[config.mk]
export PLATFORM = sky130hd
export DESIGN_NAME = data_forward_unit
export DESIGN_NICKNAME = d
export VERILOG_FILES = /design/src/rtl/data_forward_unit.sv
export SDC_FILE = /design/constraint.sdc
export NUM_CORES = 1
export LEC_CHECK = 0
export BUFFER_PORTS_ARGS = -buffer_cell sky130_fd_sc_hd__buf_4
export CAP_MARGIN = 20
export CORE_MARGIN = 4
export CORE_UTILIZATION = 49
export CTS_CLUSTER_DIAMETER = 50
export CTS_CLUSTER_SIZE = 12
export DETAILED_ROUTE_END_ITERATION = 8
export PLACE_DENSITY = 0.9
export SYNTH_ARGS = -nofsm -noshare
export SYNTH_HDL_FRONTEND = slang
export SYNTH_SLANG_ARGS = --single-unit
export TNS_END_PERCENT = 50
[constraint.sdc]
create_clock -name clk -period 1.9 [get_ports clk]
set_clock_uncertainty 0.15 [all_clocks]
set_input_delay 0.19 -clock clk [delete_from_list [all_inputs] [get_ports clk]]
set_output_delay 0.19 -clock clk [all_outputs]
set_load 0.005 [all_outputs]
[src/rtl/data_forward_unit.sv]
// ID-stage forwarding select producer: shadows EX/MEM destinations, drives select codes and load-use/freeze stall controls.
// Optional FWD_PERF_CNT_EN adds a 32-bit counter of injected load-use bubbles.
module data_forward_unit #(
  parameter int REG_ADDR_W = 5,
  parameter int ZERO_REG   = 0
) (
  input  logic                  clk,
  input  logic                  rst,
  input  logic                  id_valid,
  input  logic [REG_ADDR_W-1:0] id_rs1,
  input  logic [REG_ADDR_W-1:0] id_rs2,
  input  logic                  id_rs1_used,
  input  logic                  id_rs2_used,
  input  logic [REG_ADDR_W-1:0] id_rd,
  input  logic                  id_wr_reg,
  input  logic                  id_is_load,
  input  logic                  flush,
  input  logic                  mem_ready,
  output logic [1:0]            forward_data1,
  output logic [1:0]            forward_data2,
  output logic                  stall_id,
  output logic                  bubble_ex
`ifdef FWD_PERF_CNT_EN
  ,
  output logic [31:0]           perf_load_use_cnt
`endif
);

  localparam logic [REG_ADDR_W-1:0] ZERO = REG_ADDR_W'(ZERO_REG);

  logic                  ex_v_reg, ex_wr_reg, ex_ld_reg;
  logic [REG_ADDR_W-1:0] ex_rd_reg;
  logic                  mem_v_reg, mem_wr_reg;
  logic [REG_ADDR_W-1:0] mem_rd_reg;

  logic [REG_ADDR_W-1:0] rs   [2];
  logic [1:0]            used;
  logic [1:0]            hit_ex;
  logic [1:0]            hit_mem;
  logic [1:0]            fwd  [2];
  logic                  load_use;
  logic                  ex_kill;

  assign rs[0]   = id_rs1;
  assign rs[1]   = id_rs2;
  assign used    = {id_rs2_used, id_rs1_used};

  assign load_use = id_valid & ~flush & (|hit_ex) & ex_ld_reg;
  assign ex_kill  = flush | load_use | ~id_valid;

  genvar gi;
  generate
    for (gi = 0; gi < 2; gi++) begin : g_op
      assign hit_ex[gi]  = ex_v_reg & ex_wr_reg & (ex_rd_reg == rs[gi]) &
                           (rs[gi] != ZERO) & used[gi];
      assign hit_mem[gi] = mem_v_reg & mem_wr_reg & (mem_rd_reg == rs[gi]) &
                           (rs[gi] != ZERO) & used[gi];
      // Youngest producer wins; an operand waiting on a load reads the regfile
      // until the load reaches MEM on the next advancing cycle.
      always_comb begin
        fwd[gi] = 2'b00;
        if (hit_ex[gi] & ~ex_ld_reg)
          fwd[gi] = 2'b01;
        else if (hit_ex[gi] & load_use)
          fwd[gi] = 2'b00;
        else if (hit_mem[gi])
          fwd[gi] = 2'b10;
      end
    end
  endgenerate

  assign forward_data1 = fwd[0];
  assign forward_data2 = fwd[1];
  assign stall_id      = load_use | ~mem_ready;
  assign bubble_ex     = load_use & mem_ready;

  always_ff @(posedge clk or posedge rst) begin
    if (rst) begin
      ex_v_reg   <= 1'b0;
      ex_rd_reg  <= '0;
      ex_wr_reg  <= 1'b0;
      ex_ld_reg  <= 1'b0;
      mem_v_reg  <= 1'b0;
      mem_rd_reg <= '0;
      mem_wr_reg <= 1'b0;
    end else if (mem_ready) begin
      mem_v_reg  <= ex_v_reg;
      mem_rd_reg <= ex_rd_reg;
      mem_wr_reg <= ex_wr_reg;
      if (ex_kill) begin
        ex_v_reg  <= 1'b0;
        ex_rd_reg <= '0;
        ex_wr_reg <= 1'b0;
        ex_ld_reg <= 1'b0;
      end else begin
        ex_v_reg  <= 1'b1;
        ex_rd_reg <= id_rd;
        ex_wr_reg <= id_wr_reg;
        ex_ld_reg <= id_is_load;
      end
    end
  end

`ifdef FWD_PERF_CNT_EN
  logic [31:0] perf_cnt_reg;

  always_ff @(posedge clk or posedge rst) begin
    if (rst)
      perf_cnt_reg <= '0;
    else if (bubble_ex)
      perf_cnt_reg <= perf_cnt_reg + 32'd1;
  end

  assign perf_load_use_cnt = perf_cnt_reg;
`endif

endmodule

==> metrics.md <==
| Metric | Value |
|---|---|
| Outcome | finished, violations left |
| Violated checks | negative setup slack |
| Total CTS buffers | 3 |
| R2R setup slack | 0.08 ns |
| Final period util | 114.9% |
| Vias in the first global route | 871 |
| DR iter-0 viols | 9 |
| GRT Residual Overflow | 0 |
| EDFF count, synth | 0 |
| Clk slew on worst S/H paths | 0.09 ns |
| Final WS setup | -0.2837 ns |
| Static leakage | 0.5901 nW |
| Remaining antenna violation count | 0 |
| Initial antenna violation count | 0 |
| Synth-to-Final Area Change | 41.27% |
| CTS Sinks | 15 |
| Most instantiated cells after synthesis | dfrtp_1, xnor2_1, nand2_1, xor2_1 |
| Finish-stage setup viols | 6 |
| Top-count cell post-synth | dfrtp_1 |
| Reg2reg start | ex_rd_reg[1]$_DFFE_PP0P_ |
| Port bufs | 29 |
| Critical path's largest stage delay | 0.43 ns |
| Yosys reg bits | 15 |
| Wire length after detailed routing | 2349 um |
| Routed vias | 838 |
| Worst EP required | 1.56 ns |
| Crit path DAT | 1.84 ns |
| Row Count | 15 |
| Total chip power | 0.7124 mW |
| Post-synth top flop | dfrtp_1 |
| Syn Nets | 112 |
| Clk_lat worst skew | 0.28 ns |
| DP HPWL | 1795 um |
| Syn Area/Cell | 10.51 um^2 |
| HP Start | id_wr_reg |
| Synthesis Warnings | 0 |
| Relative slew slack | 60.53% |
| Worst-Margin Slew | 0.5914 ns |
| Seq/Total Area, Yosys | 40.60% |
| RD Place Congestion | 0.8787 |
| Hold Fails Final Rpt | 0 |
| PwrDens | 545.4 nW/um^2 |
| Crit Path Class | register to output port |
| CP max-delay cell | dfrtp_1 |
| Period minus WS final | 2.184 ns |
| Nets | 155 |
| Hold Path Class | primary input to register |
| Drt pass-1 iters | 4 |
| Achievable clock frequency | 457.9 MHz |
| Die H | 51.44 um |
| CTS tree | yes |
| Width of the die | 51.44 um |
| Total global-route track usage | 20.38% |
| Longest Clk Path Bufs | 2 |
| # IOs | 30 |
| Post-Syn Instances | 88 |
| Max-cap violations | 0 |
| Crit path launch type | register |
| Mapped cell area | 924.6 um^2 |
| Top area cells in the synthesized netlist | dfrtp_1, xnor2_1, mux2_2, xor2_1, o2bb2ai_1 |
| H-tree Lvls | 1 |
| Core ar. | 1764 um^2 |
| Global-route wire length before repair | 3953 um |
| Vias per cell | 5.406 |
| Starting Density | 52.41% |
| Critical path startpoint | ex_rd_reg[1]$_DFFE_PP0P_ |
| Yosys top cell by area | dfrtp_1 |
| Post-Place Setup Slack | -0.04865 ns |
| CP endpoint kind | output port |
| Die area | 2646 um^2 |
| Critical path cell sequence | xnor2_1, nand4_1, or3_4, a211o_1, nand2_1, buf_4 |
| DRC | 0 |
| Worst Path Max Fanout | 4 |
| Layout cell share with drive strength beyond 1 | 45.38% |
| Cell variety after synth | 23 |
| Maximum vdd ir drop | 0.5310 mV |
| RSZ-0062 raised after global routing | true |
| Top-area cell type share of the netlist area | 40.60% |
| Synth async-reset ratio | 100.0% |
| WL per Instance | 15.15 um |
| Largest net degree at the start of global routing | 16 |
| Fin. max-slew vios | 0 |
| Clk root buf | clkbuf_4 |
| Ant. Diodes | 0 |
final timing paths:
check,endpoint,depth (start not counted)
min in group asynchronous,ex_wr_reg$_DFFE_PP0P_,3
max in group asynchronous,ex_rd_reg[3]$_DFFE_PP0P_,3
min reg2reg,mem_v_reg$_DFFE_PP0P_,1
max reg2reg,ex_rd_reg[3]$_DFFE_PP0P_,6
min,ex_wr_reg$_DFFE_PP0P_,3
max,stall_id,6
per-layer routing:
layer,share of wire [%],GRT usage (%),vias to the layer above
met5,0,0,-
met4,1.4,7.424,0
met2,52,36.23,30
met1,42,23.94,403
li1,-,-,401
met3,4.8,4.082,4
cells by family (layout without fill, tap and decap cells):
group,after synthesis,in the layout,synth area share (%)
compound gates,14,14,13.67
xor+xnor,20,20,18.94
simple gates,27,27,16.10
buf+inv,5,47,2.164
mux,7,7,8.526
flops,15,15,40.60
repair_timing:
item	in CTS	in global routing
hold endpoints to repair	17	0
gates resized for setup	3	3
buffers inserted	3	0
setup endpoints to repair	6	6
pin swaps	8	3
hold buffers	3	0
gates cloned	0	0
layout by cell type (no fill, tap or decap), types with 4 or more instances in the layout:
cell type,Yosys,final
buf_4,0,36
dfrtp_1,15,14
mux2_2,7,7
nand2_1,8,8
nand4_1,4,4
o2bb2ai_1,7,7
xnor2_1,12,10
xor2_1,8,8
power by group:
group	switching [mW]	leakage [nW]	internal, mW	total (mW)
sequential	0.0268	0.200	0.341	0.368
combinational	0.0671	0.375	0.0951	0.162
clock	0.101	0.0150	0.0814	0.182
total	0.195	0.590	0.518	0.712
metrics by stage:
step           util (%)  hold WS (ns)  area [um^2]  setup TNS [ns]  std cells
6_report          74.04      0.001775         1306         -0.9585        155
5_1_grt           74.04      0.002937         1306          -1.511        155
4_1_cts           73.26      0.003241         1292         -0.9764        155
3_5_place_dp      67.94        0.1303         1199        -0.04865        145
3_3_place_gp      67.94        0.1308         1199        -0.02356        145
2_1_floorplan         -      -0.05852        924.6               0         88
cell type report:
type	instances	area [um^2]
well taps	25	31.28
inverters	4	15.01
repair buffers	39	300.3
multi-input cells	68	556.8
flip-flops and latches	15	376.6
clock buffers	4	26.28
fillers	136	457.9
worst max-delay path, delay by kind of cell (launching register included):
| family | cells | cell delay (ns) |
|---|---|---|
| AOI/OAI and AO/OA | 1 | 0.27 |
| and+or+nand+nor | 3 | 0.61 |
| buffers and inverters | 1 | 0.10 |
| DFF | 1 | 0.43 |
| xor gates and xnor gates | 1 | 0.17 |
(Power assumes the default switching activity.)
